==> config.mk <==
export PLATFORM = sky130hd
export DESIGN_NAME = manchester_frame_arbiter
export DESIGN_NICKNAME = d
export VERILOG_FILES = /design/src/rtl/manchester_frame_arbiter_pkg.sv /design/src/rtl/manchester_rr_arbiter.sv /design/src/rtl/manchester_frame_arbiter.sv
export SDC_FILE = /design/constraint.sdc
export NUM_CORES = 1
export LEC_CHECK = 0
export ABC_CLOCK_PERIOD_IN_PS = 4640
export BUFFER_PORTS_ARGS = -buffer_cell sky130_fd_sc_hd__buf_4
export CORE_MARGIN = 8
export CORE_UTILIZATION = 47
export DETAILED_ROUTE_END_ITERATION = 7
export GPL_ROUTABILITY_DRIVEN = 0
export PLACE_DENSITY_LB_ADDON = 0.25
export SYNTH_ARGS = -nofsm -noshare
export SYNTH_HDL_FRONTEND = slang
export SYNTH_HIERARCHICAL = 1
export SYNTH_SLANG_ARGS = --single-unit
==> constraint.sdc <==
create_clock -name aclk -period 4.64 [get_ports aclk]
set_clock_uncertainty 0.15 [all_clocks]
set_input_delay 1.392 -clock aclk [delete_from_list [all_inputs] [get_ports aclk]]
set_output_delay 1.392 -clock aclk [all_outputs]
set_load 0.01 [all_outputs]
==> src/rtl/manchester_frame_arbiter_pkg.sv <==
// Shared definitions for the Manchester TX framing arbiter: frame delimiter
// default, FSM state encoding and index-width helper.
package manchester_frame_arbiter_pkg;

    localparam logic [7:0] SYNC_SYMBOL_DEFAULT = 8'hD5;

    typedef enum logic [2:0] {
        ST_IDLE,
        ST_SYNC,
        ST_HDR,
        ST_PAYLOAD,
        ST_GAP
    } state_t;

    function automatic int idx_width(input int n);
        return (n > 1) ? $clog2(n) : 1;
    endfunction

endpackage

==> src/rtl/manchester_rr_arbiter.sv <==
// Combinational round-robin select: first requester at or above ptr, wrapping
// back to source 0.
module manchester_rr_arbiter
    import manchester_frame_arbiter_pkg::*;
#(
    parameter int NUM_SRC = 4,
    localparam int IDX_W = idx_width(NUM_SRC)
) (
    input  logic [NUM_SRC-1:0] req,
    input  logic [IDX_W-1:0]   ptr,
    output logic [IDX_W-1:0]   gnt_idx,
    output logic               gnt_valid
);

    // One extra bit so ptr+offset can exceed NUM_SRC-1 before folding back.
    logic [IDX_W:0] cand;

    always_comb begin
        gnt_idx   = '0;
        gnt_valid = 1'b0;
        cand      = '0;
        for (int k = 0; k < NUM_SRC; k++) begin
            cand = {1'b0, ptr} + (IDX_W+1)'(k);
            if (cand >= (IDX_W+1)'(NUM_SRC)) begin
                cand = cand - (IDX_W+1)'(NUM_SRC);
            end
            if (!gnt_valid && req[cand[IDX_W-1:0]]) begin
                gnt_valid = 1'b1;
                gnt_idx   = cand[IDX_W-1:0];
            end
        end
    end

endmodule

==> src/rtl/manchester_frame_arbiter.sv <==
// Packet-granular round-robin arbiter feeding the Manchester TX escape stage;
// each frame is prefixed with SYNC and a source-ID byte flagged via tuser.
module manchester_frame_arbiter
    import manchester_frame_arbiter_pkg::*;
#(
    parameter int NUM_SRC    = 4,
    parameter int DATA_WIDTH = 8,
    parameter logic [DATA_WIDTH-1:0] SYNC_SYMBOL = DATA_WIDTH'(SYNC_SYMBOL_DEFAULT),
    parameter int IFG_CYCLES = 2,
    localparam int IDX_W = idx_width(NUM_SRC)
) (
    input  logic                          aclk,
    input  logic                          aresetn,
    input  logic [NUM_SRC*DATA_WIDTH-1:0] s_axis_tdata,
    input  logic [NUM_SRC-1:0]            s_axis_tvalid,
    output logic [NUM_SRC-1:0]            s_axis_tready,
    input  logic [NUM_SRC-1:0]            s_axis_tlast,
    output logic [DATA_WIDTH-1:0]         m_axis_tdata,
    output logic                          m_axis_tvalid,
    input  logic                          m_axis_tready,
    output logic                          m_axis_tlast,
    output logic                          m_axis_tuser,
    output logic                          busy,
    output logic [IDX_W-1:0]              grant_idx
);

    localparam int GAP_W = (IFG_CYCLES > 0) ? $clog2(IFG_CYCLES + 1) : 1;
    localparam logic [GAP_W-1:0] GAP_LAST = GAP_W'((IFG_CYCLES > 0) ? IFG_CYCLES - 1 : 0);

    if (DATA_WIDTH < IDX_W) begin : g_width_check
        $error("manchester_frame_arbiter: DATA_WIDTH must hold a source index");
    end

    state_t                state, state_next;
    logic [IDX_W-1:0]      ptr, ptr_next;
    logic [IDX_W-1:0]      grant_next;
    logic [GAP_W-1:0]      gap_cnt, gap_next;
    logic [DATA_WIDTH-1:0] data_next;
    logic                  valid_next, last_next, user_next;
    logic                  ld;
    logic [IDX_W-1:0]      arb_idx;
    logic                  arb_valid;
    logic [DATA_WIDTH-1:0] src_data;
    logic                  src_valid, src_last;
    logic [IDX_W-1:0]      ptr_after;

    manchester_rr_arbiter #(.NUM_SRC(NUM_SRC)) u_rr (
        .req       (s_axis_tvalid),
        .ptr       (ptr),
        .gnt_idx   (arb_idx),
        .gnt_valid (arb_valid)
    );

    assign ld        = !m_axis_tvalid || m_axis_tready;
    assign src_data  = s_axis_tdata[int'(grant_idx)*DATA_WIDTH +: DATA_WIDTH];
    assign src_valid = s_axis_tvalid[grant_idx];
    assign src_last  = s_axis_tlast[grant_idx];
    assign ptr_after = (grant_idx == IDX_W'(NUM_SRC - 1)) ? '0 : grant_idx + IDX_W'(1);
    assign busy      = (state != ST_IDLE);

    always_ff @(posedge aclk) begin
        if (!aresetn) begin
            state         <= ST_IDLE;
            ptr           <= '0;
            gap_cnt       <= '0;
            grant_idx     <= '0;
            m_axis_tdata  <= '0;
            m_axis_tvalid <= 1'b0;
            m_axis_tlast  <= 1'b0;
            m_axis_tuser  <= 1'b0;
        end else begin
            state         <= state_next;
            ptr           <= ptr_next;
            gap_cnt       <= gap_next;
            grant_idx     <= grant_next;
            m_axis_tdata  <= data_next;
            m_axis_tvalid <= valid_next;
            m_axis_tlast  <= last_next;
            m_axis_tuser  <= user_next;
        end
    end

    // A consumed output byte drains to a bubble unless a new byte is loaded over it.
    always_comb begin
        state_next    = state;
        ptr_next      = ptr;
        gap_next      = gap_cnt;
        grant_next    = grant_idx;
        data_next     = m_axis_tdata;
        valid_next    = m_axis_tvalid;
        last_next     = m_axis_tlast;
        user_next     = m_axis_tuser;
        s_axis_tready = '0;
        if (m_axis_tvalid && m_axis_tready) begin
            valid_next = 1'b0;
        end
        case (state)
            ST_IDLE: begin
                if (arb_valid) begin
                    grant_next = arb_idx;
                    state_next = ST_SYNC;
                end
            end
            ST_SYNC: begin
                if (ld) begin
                    data_next  = SYNC_SYMBOL;
                    user_next  = 1'b1;
                    last_next  = 1'b0;
                    valid_next = 1'b1;
                    state_next = ST_HDR;
                end
            end
            ST_HDR: begin
                if (ld) begin
                    data_next  = DATA_WIDTH'(grant_idx);
                    user_next  = 1'b1;
                    last_next  = 1'b0;
                    valid_next = 1'b1;
                    state_next = ST_PAYLOAD;
                end
            end
            ST_PAYLOAD: begin
                // Gated by aresetn so no byte is accepted in a cycle that aborts the frame.
                s_axis_tready[grant_idx] = ld && aresetn;
                if (ld && src_valid) begin
                    data_next  = src_data;
                    last_next  = src_last;
                    user_next  = 1'b0;
                    valid_next = 1'b1;
                    if (src_last) begin
                        ptr_next   = ptr_after;
                        gap_next   = '0;
                        state_next = (IFG_CYCLES > 0) ? ST_GAP : ST_IDLE;
                    end
                end
            end
            ST_GAP: begin
                if (!m_axis_tvalid) begin
                    if (gap_cnt == GAP_LAST) begin
                        gap_next   = '0;
                        state_next = ST_IDLE;
                    end else begin
                        gap_next = gap_cnt + GAP_W'(1);
                    end
                end
            end
            default: state_next = ST_IDLE;
        endcase
    end

endmodule

==> flow_summary.ini, run 1 <==
[global_route]
grt_pass1_wl_microns = 6260
track_usage_pct = 15.4
grt_overflow_total = 0
grt_max_degree = 26
first_global_vias = 1362
antenna_found_initial = 0

[die]
dieArea_sq_um = 4780
pin_count = 61
placementRows = 19
die_h_microns = 69.1
start_util_pct = 48.9
die_w_microns = 69.1
coreArea_sq_um = 2710

[synthesis]
synth_top_area_share_pct = 30.2
yosysTopAreaCell = dfxtp_1
ys.flop_type = dfxtp_1
ys_seq_area_share_pct = 30.2
synthCells = 153
async_reset_ff_share_pct = 0
synth_edf_count = 0
synthTopCellsByArea = dfxtp_1 30%, mux4_2 10%, a21oi_1 5.7%, nand2_1 4.2%, nor2_1 4.2%
synth.most_common_cell = dfxtp_1
netlist_area_sq_um = 1330
synth_fp_nets = 200
synth_cell_types = 43
ys_ff_latch = 20
synthTopCellsByCount = 20 x dfxtp_1, 15 x a21oi_1, 15 x nand2_1, 15 x nor2_1
yosysWarnings = 6
syn_area_per_cell_sq_um = 8.67

[worst_setup_path]
cp.arrival_ns = 2.41
required_ns = 3.10
start_kind = input pin
path_class = in2out
endpoint_kind = output port
cp_max_fo = 11

[finish]
fillers = 230
instances_no_fill = 239
multi_input_area_sq_um = 850
diodes = 0
area_delta_synth_final_pct = 36.4
drive_gt1_share_pct = 36.1
design_area_sq_um = 1810
fin_nets = 256
regArea_sq_um = 400

[clocking]
clkLatencyLatePin_ns = 0.30
hold_buffers = 0
cts.sinks = 20
cts_tree = yes
htreeDepth = 1
post_cts_resized = 0
clk_pin_slew_worst_paths_ns = 0.12
ctsRootBufferMaster = clkbuf_4
cts_made_buffers = 3
cts_max_path_buffers = 2
post-cts-setup-buffers = 0

[power_and_ir_drop]
switching_share_pct = 31.2
pwr-share-clk_pct = 22.3
seqPwrFrac_pct = 45.0
vdd_drop_max_v = 0.000219
p_int_uw = 320
switching_power_uw = 145
power.density_nw_per_um2 = 257
cellLeakagePower_nw = 0.802
power.share.combinational_pct = 32.8

[timing]
period_needed_ns = 3.95
fmax_ghz = 0.253
worst_pin_slew_ns = 0.728
final.setup.worst_slack_ns = 0.692
setup_viol = 0
timing.final.crit_share_pct = 85.1
rsz0062_at_grt = no
tns_ns = 0
slew_headroom_pct = 51.4
hold_viol = 0
slew_violations = 0

[route]
drt_iter0_drc = 62
wl_microns = 3840
detail_route.wl_per_cell_microns = 16.1
vias = 1347
first_pass_iters = 5
vias_per_cell = 5.64
drc = 0
drt.antenna.violating_nets = 0

[min_path]
min-delay-path-class = reg2reg

[job]
cap_violations = 0

[placement]
dp.cells = 235
place_hpwl_microns = 3070
portBuffers = 60
place_area_sq_um = 1770
dpl_worst_slack_ns = 0.707

[run_status]
status = complete, no violations
## flip-flops by register name, summed over array words and instances (netlist names)
register	count
state	3
gap_cnt	2
m_axis_tdata	8
grant_idx	2
m_axis_tvalid	1
m_axis_tuser	1
ptr	2
m_axis_tlast	1
## path summary, 6_finish.rpt
kind	from	end	slack (ns)	cells past startpoint
min	m_axis_tdata[0]$_SDFFE_PN0P_	m_axis_tdata[0]$_SDFFE_PN0P_	0.34	2
min reg2reg	m_axis_tdata[0]$_SDFFE_PN0P_	m_axis_tdata[0]$_SDFFE_PN0P_	0.34	2
max	m_axis_tready	s_axis_tready[1]	0.69	5
max reg2reg	grant_idx[0]$_SDFFE_PN0P_	m_axis_tdata[2]$_SDFFE_PN0P_	2.18	4
## cell type report
class,instances,share of cell area [%]
Clock buffer,4,2.01
Inverter,9,1.87
Multi-Input combinational cell,115,47.0
Sequential cell,20,22.1
Tap cell,31,2.14
Timing Repair Buffer,60,24.9
## logic make-up after synthesis
group                      Yosys count  share of synthesized area, %
and+or+nand+nor                     62                          24.2
AOI/OAI and AO/OA                   35                          17.4
DFF                                 20                          30.2
buffers and inverters               18                          5.75
muxes                               14                          18.8
adders and majority gates            4                          3.77
## power groups by stage
| stage | combinational [mW] | sequential, mW | clock (mW) |
|---|---|---|---|
| 6_report | 0.152 | 0.209 | 0.103 |
| 5_1_grt | 0.167 | 0.213 | 0.113 |
| 4_1_cts | 0.153 | 0.209 | 0.105 |
| 3_5_place_dp | 0.152 | 0.213 | 0 |
| 3_3_place_gp | 0.149 | 0.212 | 0 |
| 2_1_floorplan | 0.0924 | 0.208 | 0 |
## worst max-delay path, stage by stage
cell and delay (ns):
buf_4 0.10, nand2b_1 0.29, and3_1 0.31, and2_1 0.17, buf_4 0.14
## routing by layer
metal,global-route usage (%),part of all wire (%),up-vias
met5,0,0,-
met4,4.10,0.83,0
met3,4.43,5.5,4
met2,28.8,54,43
met1,16.1,40,639
li1,-,-,661
## through the flow
stage	hold slack [ns]	util, %	total power, mW
finish	0.343	66.8	0.465
global route	0.364	66.8	0.494
CTS	0.345	66.8	0.467
detailed placement	0.324	65.4	0.365
global placement	0.317	65.4	0.361
floorplan	0.309	-	0.300
## cells in the final DEF, fill, tap and decap left out, drive strengths merged, types with 2 or more instances in the layout
master   n
and2     4
a21oi   15
mux4     8
nand2   15
nor2    15
o22ai    2
o21ai    3
dfxtp   20
nand2b   5
and3     2
mux2i    5
nand3    7
buf     60
a21boi   3
nor3     2
inv      8
o21a     2
clkbuf   4
nor3b    5
ha       4
nor2b    3
Power figures use the tool's default switching activity.
==> inputs of run 2 (changes only) <==
==> constraint.sdc (replaced) <==
create_clock -name aclk -period 4.64 [get_ports aclk]
set_clock_uncertainty 0.15 [all_clocks]
set_input_delay 0.464 -clock aclk [delete_from_list [all_inputs] [get_ports aclk]]
set_output_delay 0.464 -clock aclk [all_outputs]
set_load 0.01 [all_outputs]
==> flow_summary.ini, run 2 (same netlist as run 1, synthesis figures left out) <==
[timing]
final.setup.worst_slack_ns = 2.10
slew_violations = 0
fmax_ghz = 0.394
period_needed_ns = 2.54
hold_viol = 0
tns_ns = 0
worst_pin_slew_ns = 0.753
setup_viol = 0
holdWs_ns = 0.339
timing.final.crit_share_pct = 54.6
slew_headroom_pct = 49.8
rsz0062_at_grt = no

[clocking]
cts_max_path_buffers = 2
clkLatencyLatePin_ns = 0.31
hold_buffers = 0
post-cts-setup-buffers = 0
ctsRootBufferMaster = clkbuf_4
clk_pin_slew_worst_paths_ns = 0.13
cts_tree = yes
htreeDepth = 1
cts_made_buffers = 3
post_cts_resized = 0
cts.sinks = 20

[worst_setup_path]
path_class = reg2out
start_kind = flop
slowest_delay_ns = 0.83
cp_max_fo = 16
required_ns = 4.03
cp.arrival_ns = 1.92
cp_slowest_cell = dfxtp_1
ff2ff_setup_slack_ns = 2.18
path_cells = inv_1 -> ha_1 -> and2_1 -> buf_4
timing.critical_path.buf_inv = 2
endpoint_kind = output port
critPathTopFamily = flip-flops

[die]
placementRows = 19
die_h_microns = 69.1
die_w_microns = 69.1
pin_count = 61
coreArea_sq_um = 2710
start_util_pct = 48.9
dieArea_sq_um = 4780

[finish]
top_regs = m_axis_tdata: 8 flops, state: 3 flops
fin_nets = 256
fin_util_pct = 67.4
design_area_sq_um = 1830
instances_no_fill = 239
drive_gt1_share_pct = 36.1
final_cell_mix = 60 x buf_4, 20 x dfxtp_1, 15 x nor2_1, 15 x nand2_1, 15 x a21oi_1
diodes = 0
largest-register = m_axis_tdata
largest_register_ffs = 8
final_common_cell = buf_4
area_delta_synth_final_pct = 37.6

[placement]
dp.cells = 235
place_area_sq_um = 1770
place_hpwl_microns = 3170
portBuffers = 60
dpl_worst_slack_ns = 2.16

[run_status]
status = complete, no violations

[route]
first_pass_iters = 4
drt.antenna.violating_nets = 0
drt-met1-wl_microns = 1640
drc = 0
dr.max_layer_used = met4
dr_wl_met2_microns = 2080
drt_iter0_drc = 88
detail_route.wl_per_cell_microns = 16.6
vias_per_cell = 5.73
wl_microns = 3960
wl_met3_microns = 198
vias = 1370

[job]
cap_violations = 0

[global_route]
antenna_found_initial = 0
grt_overflow_total = 0
grt_max_degree = 26
track_usage_pct = 15.5
first_global_vias = 1381
grt_pass1_wl_microns = 6410

[power_and_ir_drop]
finalPower_uw = 509
vdd_drop_max_v = 0.000253
power.density_nw_per_um2 = 279
cellLeakagePower_nw = 0.809

[min_path]
min-delay-path-class = in2reg
run 2: where the power goes:
part           switching (mW)  total, mW  internal (mW)  leakage [nW]
Sequential             0.0222      0.210          0.188         0.164
Clock                  0.0589      0.146         0.0874        0.0279
Combinational          0.0691      0.153         0.0838         0.617
run 2: worst paths after layout:
kind	endpoint	startpoint	depth (start not counted)
worst max-delay path	s_axis_tready[2]	grant_idx[0]$_SDFFE_PN0P_	4
worst max register to register	m_axis_tdata[3]$_SDFFE_PN0P_	grant_idx[0]$_SDFFE_PN0P_	4
worst min register to register	m_axis_tdata[5]$_SDFFE_PN0P_	m_axis_tdata[5]$_SDFFE_PN0P_	2
worst min-delay path	state[2]$_SDFFE_PN0P_	aresetn	2
run 2: worst register-to-register path: stages, from the launching register on:
cell and delay [ns]:
dfxtp_1 0.83, mux4_2 0.65, o2111a_1 0.39, nand2b_1 0.19, a21boi_0 0.18
run 2: layout make-up:
class / instances / area, sq um
timing repair buffer: 60 / 450
clock inverter: 1 / 30.0
clock buffer: 3 / 22.5
sequential: 20 / 400
fill: 243 / 885
multi-input combinational: 115 / 850
inverter: 9 / 33.8
tap: 31 / 38.8
run 2: per-layer routing:
| layer | GRT usage [%] | up-vias |
|---|---|---|
| met5 | 0 | - |
| li1 | - | 661 |
| met4 | 4.10 | 0 |
| met3 | 3.43 | 5 |
| met1 | 17.9 | 652 |
| met2 | 27.7 | 52 |
